## config.mk

```make
export PLATFORM = sky130hd
export DESIGN_NAME = instr_decode_queue
export DESIGN_NICKNAME = d
export VERILOG_FILES = /design/src/rtl/instr_decode_queue.sv
export SDC_FILE = /design/constraint.sdc
export NUM_CORES = 1
export LEC_CHECK = 0
export CORE_ASPECT_RATIO = 0.6
export CORE_MARGIN = 4
export CORE_UTILIZATION = 25
export DETAILED_ROUTE_END_ITERATION = 6
export GPL_ROUTABILITY_DRIVEN = 1
export GPL_TIMING_DRIVEN = 1
export PLACE_DENSITY = 0.41
export SYNTH_ARGS = -nofsm -noshare
export SYNTH_HDL_FRONTEND = slang
export SYNTH_SLANG_ARGS = --single-unit
```

## constraint.sdc

```tcl
create_clock -name clk -period 12.5 [get_ports clk]
set_input_delay 2.5 -clock clk [delete_from_list [all_inputs] [get_ports clk]]
set_output_delay 2.5 -clock clk [all_outputs]
set_load 0.005 [all_outputs]
```

## src/rtl/instr_decode_queue.sv

```systemverilog
// 6502 instruction assembler/decoder: collects opcode + operand bytes and queues decoded entries.
// Optional DECODE_ILLEGAL_TRAP_EN: unsupported opcodes report class 12 instead of NOP (0).
module instr_decode_queue #(
    parameter int QDEPTH = 4,
    parameter int CNT_W  = $clog2(QDEPTH) + 1
) (
    input  logic             clk,
    input  logic             rst_n,
    input  logic             byte_valid,
    output logic             byte_ready,
    input  logic [7:0]       byte_data,
    input  logic             flush,
    output logic             out_valid,
    input  logic             out_ready,
    output logic [7:0]       out_opcode,
    output logic [15:0]      out_operand,
    output logic [1:0]       out_len,
    output logic [3:0]       out_class,
    output logic [2:0]       out_regs,
    output logic [3:0]       out_flags,
    output logic [1:0]       out_mem,
    output logic [CNT_W-1:0] count
);
    localparam int PTR_W = (QDEPTH > 1) ? $clog2(QDEPTH) : 1;
    localparam logic [CNT_W-1:0] DEPTH_C = CNT_W'(QDEPTH);

    localparam logic [3:0] C_LOAD     = 4'd1;
    localparam logic [3:0] C_STORE    = 4'd2;
    localparam logic [3:0] C_ARITH    = 4'd3;
    localparam logic [3:0] C_LOGIC    = 4'd4;
    localparam logic [3:0] C_BRANCH   = 4'd6;
    localparam logic [3:0] C_JUMP     = 4'd7;
    localparam logic [3:0] C_TRANSFER = 4'd8;
    localparam logic [3:0] C_COMPARE  = 4'd9;
    localparam logic [3:0] C_FLAG     = 4'd10;
    localparam logic [3:0] C_STACK    = 4'd11;
`ifdef DECODE_ILLEGAL_TRAP_EN
    localparam logic [3:0] C_UNSUP    = 4'd12;
`else
    localparam logic [3:0] C_UNSUP    = 4'd0;
`endif

    localparam logic [3:0] F_NONE = 4'b0000;
    localparam logic [3:0] F_NZ   = 4'b1100;
    localparam logic [3:0] F_NZC  = 4'b1110;
    localparam logic [3:0] F_NZCV = 4'b1111;
    localparam logic [3:0] F_C    = 4'b0010;

    localparam logic [1:0] M_NONE = 2'b00;
    localparam logic [1:0] M_RD   = 2'b10;
    localparam logic [1:0] M_WR   = 2'b01;
    localparam logic [1:0] M_RW   = 2'b11;

    localparam logic [2:0] R_NONE = 3'b000;
    localparam logic [2:0] R_A    = 3'b001;
    localparam logic [2:0] R_X    = 3'b010;
    localparam logic [2:0] R_Y    = 3'b100;
    localparam logic [2:0] R_AX   = 3'b011;
    localparam logic [2:0] R_AY   = 3'b101;
    localparam logic [2:0] R_XY   = 3'b110;

    typedef struct packed {
        logic [1:0] len;
        logic [3:0] cls;
        logic [2:0] regs;
        logic [3:0] flags;
        logic [1:0] mem;
    } dec_t;

    typedef struct packed {
        logic [7:0]  opcode;
        logic [15:0] operand;
        dec_t        dec;
    } entry_t;

    typedef enum logic [1:0] {S_OPC, S_OP1, S_OP2} state_t;

    function automatic dec_t decode_op(input logic [7:0] op);
        dec_t d;
        d = '0;
        // Column cc=01 is the regular ALU group; bbb selects the addressing mode.
        if (op[1:0] == 2'b01 && op != 8'h89) begin
            case (op[4:2])
                3'd0:       begin d.len = 2'd2; d.regs = R_X; end
                3'd1, 3'd2: d.len = 2'd2;
                3'd3:       d.len = 2'd3;
                3'd4:       begin d.len = 2'd2; d.regs = R_Y; end
                3'd5:       begin d.len = 2'd2; d.regs = R_X; end
                3'd6:       begin d.len = 2'd3; d.regs = R_Y; end
                default:    begin d.len = 2'd3; d.regs = R_X; end
            endcase
            d.regs = d.regs | R_A;
            d.mem  = M_RD;
            case (op[7:5])
                3'd3, 3'd7: begin d.cls = C_ARITH;   d.flags = F_NZCV; end
                3'd4:       begin d.cls = C_STORE;   d.mem   = M_WR;   end
                3'd5:       begin d.cls = C_LOAD;    d.flags = F_NZ;   end
                3'd6:       begin d.cls = C_COMPARE; d.flags = F_NZC;  end
                default:    begin d.cls = C_LOGIC;   d.flags = F_NZ;   end
            endcase
        end else begin
            case (op)
                8'hA2, 8'hA6: d = {2'd2, C_LOAD, R_X, F_NZ, M_RD};
                8'hB6:        d = {2'd2, C_LOAD, R_XY, F_NZ, M_RD};
                8'hAE:        d = {2'd3, C_LOAD, R_X, F_NZ, M_RD};
                8'hBE:        d = {2'd3, C_LOAD, R_XY, F_NZ, M_RD};
                8'hA0, 8'hA4: d = {2'd2, C_LOAD, R_Y, F_NZ, M_RD};
                8'hB4:        d = {2'd2, C_LOAD, R_XY, F_NZ, M_RD};
                8'hAC:        d = {2'd3, C_LOAD, R_Y, F_NZ, M_RD};
                8'hBC:        d = {2'd3, C_LOAD, R_XY, F_NZ, M_RD};
                8'h86:        d = {2'd2, C_STORE, R_X, F_NONE, M_WR};
                8'h96:        d = {2'd2, C_STORE, R_XY, F_NONE, M_WR};
                8'h8E:        d = {2'd3, C_STORE, R_X, F_NONE, M_WR};
                8'h84:        d = {2'd2, C_STORE, R_Y, F_NONE, M_WR};
                8'h94:        d = {2'd2, C_STORE, R_XY, F_NONE, M_WR};
                8'h8C:        d = {2'd3, C_STORE, R_Y, F_NONE, M_WR};
                8'hE0, 8'hE4: d = {2'd2, C_COMPARE, R_X, F_NZC, M_RD};
                8'hEC:        d = {2'd3, C_COMPARE, R_X, F_NZC, M_RD};
                8'hC0, 8'hC4: d = {2'd2, C_COMPARE, R_Y, F_NZC, M_RD};
                8'hCC:        d = {2'd3, C_COMPARE, R_Y, F_NZC, M_RD};
                8'hAA, 8'h8A: d = {2'd1, C_TRANSFER, R_AX, F_NZ, M_NONE};
                8'hA8, 8'h98: d = {2'd1, C_TRANSFER, R_AY, F_NZ, M_NONE};
                8'h10, 8'h30, 8'h50, 8'h70,
                8'h90, 8'hB0, 8'hD0, 8'hF0:
                              d = {2'd2, C_BRANCH, R_NONE, F_NONE, M_RD};
                8'h4C, 8'h6C: d = {2'd3, C_JUMP, R_NONE, F_NONE, M_RD};
                8'h20:        d = {2'd3, C_JUMP, R_NONE, F_NONE, M_RW};
                8'h60:        d = {2'd1, C_JUMP, R_NONE, F_NONE, M_RD};
                8'h18, 8'h38: d = {2'd1, C_FLAG, R_NONE, F_C, M_NONE};
                8'h48:        d = {2'd1, C_STACK, R_A, F_NONE, M_WR};
                8'h68:        d = {2'd1, C_STACK, R_A, F_NZ, M_RD};
                default:      d = {2'd1, C_UNSUP, R_NONE, F_NONE, M_NONE};
            endcase
        end
        return d;
    endfunction

    state_t           state_q, state_d;
    logic [7:0]       opc_q, opc_d;
    logic [7:0]       lo_q, lo_d;
    logic [PTR_W-1:0] wr_ptr_q, wr_ptr_d;
    logic [PTR_W-1:0] rd_ptr_q, rd_ptr_d;
    logic [CNT_W-1:0] count_q, count_d;
    entry_t           mem_q [QDEPTH];

    logic       accept, push, pop;
    logic [7:0] op_sel;
    dec_t       dec;
    entry_t     push_entry, head;

    always_comb begin
        out_valid  = (count_q != '0);
        byte_ready = rst_n && !flush && ((count_q < DEPTH_C) || (out_valid && out_ready));
        accept     = byte_valid && byte_ready;
        pop        = out_valid && out_ready && !flush;
        op_sel     = (state_q == S_OPC) ? byte_data : opc_q;
        dec        = decode_op(op_sel);

        state_d            = state_q;
        opc_d              = opc_q;
        lo_d               = lo_q;
        push               = 1'b0;
        push_entry.opcode  = op_sel;
        push_entry.operand = 16'h0000;
        push_entry.dec     = dec;

        if (flush) begin
            state_d = S_OPC;
            opc_d   = 8'h00;
            lo_d    = 8'h00;
        end else if (accept) begin
            case (state_q)
                S_OPC: begin
                    if (dec.len == 2'd1) push = 1'b1;
                    else begin
                        opc_d   = byte_data;
                        state_d = S_OP1;
                    end
                end
                S_OP1: begin
                    if (dec.len == 2'd2) begin
                        push               = 1'b1;
                        push_entry.operand = {8'h00, byte_data};
                        state_d            = S_OPC;
                    end else begin
                        lo_d    = byte_data;
                        state_d = S_OP2;
                    end
                end
                default: begin
                    push               = 1'b1;
                    push_entry.operand = {byte_data, lo_q};
                    state_d            = S_OPC;
                end
            endcase
        end

        // Power-of-two depth lets the pointers wrap by plain overflow.
        wr_ptr_d = push ? wr_ptr_q + PTR_W'(1) : wr_ptr_q;
        rd_ptr_d = pop  ? rd_ptr_q + PTR_W'(1) : rd_ptr_q;
        case ({push, pop})
            2'b10:   count_d = count_q + CNT_W'(1);
            2'b01:   count_d = count_q - CNT_W'(1);
            default: count_d = count_q;
        endcase
        if (flush) begin
            wr_ptr_d = '0;
            rd_ptr_d = '0;
            count_d  = '0;
        end
    end

    always_ff @(posedge clk or negedge rst_n) begin
        if (!rst_n) begin
            state_q  <= S_OPC;
            opc_q    <= 8'h00;
            lo_q     <= 8'h00;
            wr_ptr_q <= '0;
            rd_ptr_q <= '0;
            count_q  <= '0;
        end else begin
            state_q  <= state_d;
            opc_q    <= opc_d;
            lo_q     <= lo_d;
            wr_ptr_q <= wr_ptr_d;
            rd_ptr_q <= rd_ptr_d;
            count_q  <= count_d;
        end
    end

    always_ff @(posedge clk) begin
        if (push) mem_q[wr_ptr_q] <= push_entry;
    end

    always_comb begin
        head = out_valid ? mem_q[rd_ptr_q] : '0;
        out_opcode  = head.opcode;
        out_operand = head.operand;
        out_len     = head.dec.len;
        out_class   = head.dec.cls;
        out_regs    = head.dec.regs;
        out_flags   = head.dec.flags;
        out_mem     = head.dec.mem;
        count       = count_q;
    end
endmodule

```

==> results of run 1 <==
==> stage by stage <==
stage | setup slack [ps] | utilization, %
3_3_place_gp | 5430 | 28.7
2_1_floorplan | 6440 | -
6_report | 5380 | 30.4
3_5_place_dp | 5390 | 28.7
5_1_grt | 5170 | 30.4
4_1_cts | 5370 | 30.4
==> routing by layer <==
| layer | vias to the layer above | part of all wire [%] |
|---|---|---|
| met5 | - | 0 |
| met4 | 0 | 1.4 |
| met3 | 19 | 6.2 |
| met2 | 115 | 40 |
| met1 | 2432 | 52 |
| li1 | 2156 | - |
==> kinds of logic after synthesis <==
family,Yosys count
AOI/OAI and AO/OA,67
xor gates and xnor gates,4
adders and majority gates,5
buffers and inverters,47
DFF,177
muxes,60
and+or+nand+nor,171
==> sequential cells by signal, indices dropped and copies added, names as in the netlist <==
register  count
mem_q       152
lo_q          8
opc_q         8
count         3
rd_ptr_q      2
state_q       2
wr_ptr_q      2
==> power groups by stage <==
stage,sequential [mW],clock [mW],combinational [mW]
after global routing,0.697,0.529,0.498
after CTS,0.693,0.500,0.465
final,0.691,0.485,0.446
after floorplan,0.680,0,0.252
after global placement,0.704,0,0.461
after detailed placement,0.705,0,0.463
==> final timing paths <==
check	endpoint	slack (ps)	cells past startpoint
worst max-delay path	byte_ready	5380	4
worst min-delay path	lo_q[2]$_DFFE_PN0P_	530	2
worst max register to register	mem_q[2][15]$_DFFE_PP_	7160	10
worst min register to register	lo_q[2]$_DFFE_PN0P_	530	2
max in group asynchronous	rd_ptr_q[0]$_DFFE_PN0P_	9780	2
min in group asynchronous	wr_ptr_q[0]$_DFFE_PN0P_	2440	2
==> cell type report <==
class	instances	area share, %
clock buffer	21	4.60
timing repair buffer	64	6.48
clock inverter	11	0.941
antenna	1	0.0261
inverter	13	0.510
sequential	177	54.2
multi-input combinational	307	27.8
tap	416	5.44
==> synthesized netlist by cell type (4+ instances only) <==
cell	number	area, um^2
a31oi_1	6	37.5
clkbuf_1	18	67.6
dfrtp_1	25	626
and2_1	45	282
nand2_1	30	113
xor2_1	4	35.0
mux2i_1	18	180
a22o_1	8	70.1
nor2b_1	5	31.3
nor2_1	30	113
edfxtp_1	152	4560
nor3_1	10	50.1
and3_1	9	56.3
nand3_1	7	35.0
buf_6	4	45.0
mux4_2	38	856
inv_1	11	41.3
buf_2	7	35.0
a21oi_1	9	45.0
nor4b_1	4	35.0
o211ai_1	4	30.0
buf_1	4	15.0
o21ai_0	14	70.1
nand2b_1	4	25.0
ha_1	4	50.1
o31ai_1	4	30.0
==> placed cells by master (no fill, tap or decap), types with 3 or more instances in the layout <==
master and count:
and2_1 41, ha_1 4, or4_1 3, nand2b_1 4, nand2_1 30, xor2_1 4
nand4_1 3, a31o_2 3, o21ai_0 14, clkbuf_1 4, a22o_1 8, clkdlybuf4s50_1 56
clkbuf_16 17, mux4_2 38, nor4b_1 4, dfrtp_1 24, o211ai_1 4, a21oi_1 9
buf_4 8, nor3_1 10, and3_1 9, nand3_1 7, nor2b_1 5, inv_1 11
nor2_1 30, o31ai_1 4, mux2i_1 18, clkinv_1 5, edfxtp_1 152, or3_1 3
and2_2 4, a31oi_1 6
==> worst max-delay path, delay by kind of cell <==
| family | cells | cell delay, ps |
|---|---|---|
| buf+inv | 3 | 1850 |
| simple gates | 1 | 270 |
==> impl_metrics.csv, run 1 <==
group,metric,value,unit
logic_synthesis,synthAdderAreaFrac,0.869,%
setup_path,crit_path_start_kind,"input port",
logic_synthesis,synthSimpleGateAreaFrac,11.9,%
min_path,min_path_type,"reg2reg",
final_layout,multi_input_area,0.00266,mm^2
clocking,cts_tree,"done",
global_route,use_met2,16.6,%
setup_path,cp-end-kind,"primary output",
clocking,root_buffer,"clkbuf_16",
final_layout,drive_gt1_share,16.5,%
global_route,grtUsageMet1,19.2,%
sta,hold_ws,526,ps
final_layout,fin_area,0.00958,mm^2
setup_path,crit_top_cell,"clkdlybuf4s50_1",
pwr,p_leak,3.26,nW
final_layout,layout.nets,598,
pwr,p_switching,439,uW
logic_synthesis,yosys_register_bits,177,
setup_path,crit_chain,"clkdlybuf4s50_1 -> inv_1 -> and3_1 -> clkdlybuf4s50_1",
place,port_buffers,56,
sta,slew_viol_final,0,
sta,worstMarginPinSlew,1070,ps
sta,min_period_over_period,57.0,%
routing,wire_per_inst,20.7,um
logic_synthesis,synthesis.instances,531,
routing,drtPass1Iterations,5,
setup_path,worstPathRequired,10000,ps
global_route,grt_start_max_net_pins,42,
global_route,grt_pass1_vias,4990,
logic_synthesis,synth_top_family_by_area,"multiplexers",
global_route,use_met3,3.30,%
floorplanning,rows,50,
pwr,fin_total_pwr,1.62,mW
pwr,comb_power_share,27.5,%
logic_synthesis,synth_edf_count,152,
clocking,cts_setup_buffers,0,
global_route,grt_antenna_before_repair,0,
setup_path,crit_path_max_fanout,24,
pwr,intPower,1.18,mW
pwr,switching_share,27.1,%
final_layout,instances_no_fill,1010,
final_layout,seq_area,0.00519,mm^2
clocking,htreeDepth,4,
pwr,p_seq_share,42.6,%
routing,postRouteAntennaNets,0,
floorplanning,die_area,0.0353,mm^2
min_path,holdCritStartpoint,"lo_q[2]$_DFFE_PN0P_",
pwr,clkPwrFrac,29.9,%
sta,fmax,140,MHz
sta,setup_viol,0,
sta,grt_setup_unrepaired,"no",
place,dp_hpwl,14400,um
floorplanning,dieWidth,240,um
outcome,status,"complete, no violations",
logic_synthesis,synth_mux_area_share,13.5,%
place,placed_cells,977,
routing,viasPerCell,4.68,
setup_path,cpMaxStageDelayCell,"clkdlybuf4s50_1",
place,place_area,0.00904,mm^2
logic_synthesis,syn_avg_cell_area,15.2,um^2
setup_path,startpoint,"flush",
setup_path,max_stage_delay,1100,ps
routing,drt-initial-drc-count,381,
routing,drc,0,
sta,period_minus_slack,7120,ps
place,gp_congestion,0.854,
final_layout,fill_cells,3102,
pwr,powerDensity,169,mW/mm^2
sta,fin_skew,10.3,ps
global_route,top_usage_layer,"met1",
floorplanning,io_pins,57,
clocking,cts_buffer_depth,2,
global_route,overflow,0,
logic_synthesis,synth_ff_type,"edfxtp_1",
clocking,clkTransAtPathRegs,70,ps
setup_path,r2r_start,"state_q[1]$_DFFE_PN0P_",
logic_synthesis,yosysSeqAreaShare,64.3,%
global_route,grt_usage,12.4,%
setup_path,crit_type,"in2out",
logic_synthesis,synth_compound_gate_area_share,6.25,%
clocking,clock_latency,440,ps
logic_synthesis,synth_cell_type_count,66,
floorplanning,core,0.0315,mm^2
logic_synthesis,async_reset_ff_share,14.1,%
logic_synthesis,synth-xor-area-share,0.434,%
job,maxCapViolations,0,
clocking,cts_buffers,17,
clocking,hold_buffers,0,
logic_synthesis,yosys_warnings,0,
pwr,irDropWorstVdd,0.000109,V
sta,maxSlewHeadroom,28.6,%
logic_synthesis,syn_nets,549,
floorplanning,start_util,25.6,%
final_layout,area_delta_synth_final,18.7,%
global_route,grt_pass1_wl,32100,um
routing,num_vias,4722,
routing,postRouteWirelength,20900,um
setup_path,cp.arrival,4620,ps
logic_synthesis,synth_area,0.00807,mm^2
clocking,cts_resized,0,
sta,tns,0,ps
floorplanning,die_height,147,um
sta,finalHoldViolCount,0,
clocking,cts_sinks,177,
No activity file was read; power rests on OpenSTA's default activity.
==> inputs of run 2 (changes only) <==
--- a/config.mk
+++ b/config.mk
@@ -11,7 +11,7 @@
 export DETAILED_ROUTE_END_ITERATION = 6
 export GPL_ROUTABILITY_DRIVEN = 1
 export GPL_TIMING_DRIVEN = 1
-export PLACE_DENSITY = 0.41
+export PLACE_DENSITY = 0.42
 export SYNTH_ARGS = -nofsm -noshare
 export SYNTH_HDL_FRONTEND = slang
 export SYNTH_SLANG_ARGS = --single-unit
==> constraint.sdc (replaced) <==
create_clock -name clk -period 5.7 [get_ports clk]
set_input_delay 1.14 -clock clk [delete_from_list [all_inputs] [get_ports clk]]
set_output_delay 1.14 -clock clk [all_outputs]
set_load 0.005 [all_outputs]
==> run 2 against run 1 <==
First-iteration DRC count grew 22%. Final area is 2.5% higher. Hold slack better by 8.1 ps. Global-route usage is 0.64 points higher. Clock power grew 140%. Sequential share of layout area is 1.3 points lower. Via count rose by 3.3%. Critical endpoint is now count[2]$_DFFE_PN0P_.
==> impl_metrics.csv, run 2 (same netlist as run 1, synthesis figures left out) <==
group,metric,value,unit
final_layout,final_common_cell,"edfxtp_1",
floorplanning,io_pins,57,
clocking,cts_sinks,177,
routing,viasPerCell,4.74,
sta,min_period_over_period,85.0,%
global_route,grt_pass1_vias,5032,
global_route,grt_usage,13.0,%
final_layout,reg_top3,"mem_q: 152 flops, lo_q: 8 flops, opc_q: 8 flops",
floorplanning,dieWidth,240,um
global_route,grt_start_max_net_pins,39,
final_layout,fill_cells,3135,
routing,drtPass1Iterations,5,
min_path,holdCritStartpoint,"lo_q[3]$_DFFE_PN0P_",
setup_path,startpoint,"byte_data[7]",
setup_path,crit_path_max_fanout,9,
routing,wire_per_inst,21.5,um
final_layout,largest_register_ffs,152,
final_layout,instances_no_fill,1029,
final_layout,most-common-layout-cells,"152 x edfxtp_1, 56 x clkdlybuf4s50_1, 41 x and2_1, 38 x mux4_2",
floorplanning,die_area,0.0353,mm^2
place,gp_congestion,0.861,
final_layout,fin_util,31.2,%
place,placed_cells,997,
final_layout,regMostFlops,"mem_q",
routing,postRouteAntennaNets,0,
place,port_buffers,56,
final_layout,area_delta_synth_final,21.7,%
clocking,cts_buffer_depth,2,
clocking,clock_latency,450,ps
final_layout,drive_gt1_share,20.4,%
routing,drc,0,
sta,slew_viol_final,0,
clocking,cts_resized,0,
sta,fin_skew,19.2,ps
sta,fmax,207,MHz
global_route,overflow,0,
routing,num_vias,4880,
global_route,grt_pass1_wl,33500,um
sta,tns,0,ps
pwr,fin_total_pwr,3.66,mW
routing,drt-initial-drc-count,464,
clocking,hold_buffers,0,
sta,worstMarginPinSlew,797,ps
place,dp_hpwl,15200,um
clocking,cts_buffers,17,
setup_path,worstPathRequired,6030,ps
floorplanning,core,0.0315,mm^2
setup_path,cp.arrival,5170,ps
pwr,powerDensity,373,mW/mm^2
setup_path,crit_path_start_kind,"input port",
final_layout,diodes,0,
clocking,htreeDepth,4,
pwr,irDropWorstVdd,0.000180,V
sta,hold_ws,534,ps
outcome,status,"complete, no violations",
global_route,grt_antenna_before_repair,0,
floorplanning,die_height,147,um
clocking,cts_setup_buffers,0,
pwr,p_leak,3.39,nW
clocking,clkTransAtPathRegs,70,ps
min_path,min_path_type,"reg2reg",
sta,finalHoldViolCount,0,
routing,postRouteWirelength,22100,um
clocking,root_buffer,"clkbuf_16",
job,maxCapViolations,0,
floorplanning,rows,50,
setup_path,crit_type,"in2reg",
clocking,cts_tree,"done",
setup_path,r2r_start,"state_q[0]$_DFFE_PN0P_",
floorplanning,start_util,25.6,%
sta,maxSlewHeadroom,46.5,%
final_layout,layout.nets,618,
sta,period_minus_slack,4840,ps
sta,setup_viol,0,
sta,grt_setup_unrepaired,"no",
setup_path,cp-end-kind,"flop",
run 2: worst paths after layout:
path,endpoint,cells past startpoint,slack [ps]
min,lo_q[3]$_DFFE_PN0P_,2,530
min in group asynchronous,state_q[1]$_DFFE_PN0P_,2,1060
max in group asynchronous,rd_ptr_q[0]$_DFFE_PN0P_,2,4350
max reg2reg,count[2]$_DFFE_PN0P_,12,950
max,count[2]$_DFFE_PN0P_,13,860
min reg2reg,lo_q[3]$_DFFE_PN0P_,2,530
run 2: cell type report:
| cell class | instances | area [um^2] | area share [%] |
|---|---|---|---|
| Sequential cell | 177 | 5190 | 52.9 |
| Clock inverter | 15 | 150 | 1.53 |
| Timing Repair Buffer | 84 | 821 | 8.36 |
| Tap cell | 416 | 520 | 5.30 |
| Inverter | 13 | 48.8 | 0.497 |
| Clock buffer | 17 | 425 | 4.33 |
| Multi-Input combinational cell | 307 | 2660 | 27.1 |
run 2: stage by stage:
| stage | area [um^2] | worst slack [ps] |
|---|---|---|
| after CTS | 9820 | 913 |
| after global placement | 9240 | 432 |
| after global routing | 9820 | 643 |
| after detailed placement | 9240 | 432 |
| after floorplan | 8070 | 1000 |
| final | 9820 | 857 |
run 2: report_power, final:
group          leakage [nW]  switching [mW]  internal, mW
Sequential             1.77          0.0598          1.44
Clock                 0.271           0.560         0.579
Combinational          1.35           0.447         0.568
run 2: critical path: stages:
cell and delay, ps:
clkdlybuf4s50_1 670, or4b_4 530, o21ai_2 180, nand3_1 200, a311oi_1 430, nor2_2 120
a2111oi_4 470, o221a_2 300, nor3_1 60, fa_1 390, and2_1 160, mux2i_1 180
mux2_1 340
run 2: per-layer routing:
metal | vias up | wire [um] | track usage (%)
li1 | 2193 | - | -
met1 | 2551 | 11500 | 19.9
met2 | 121 | 9340 | 18.3
met3 | 15 | 1040 | 2.83
met4 | 0 | 233 | 3.81
met5 | - | 0 | 0
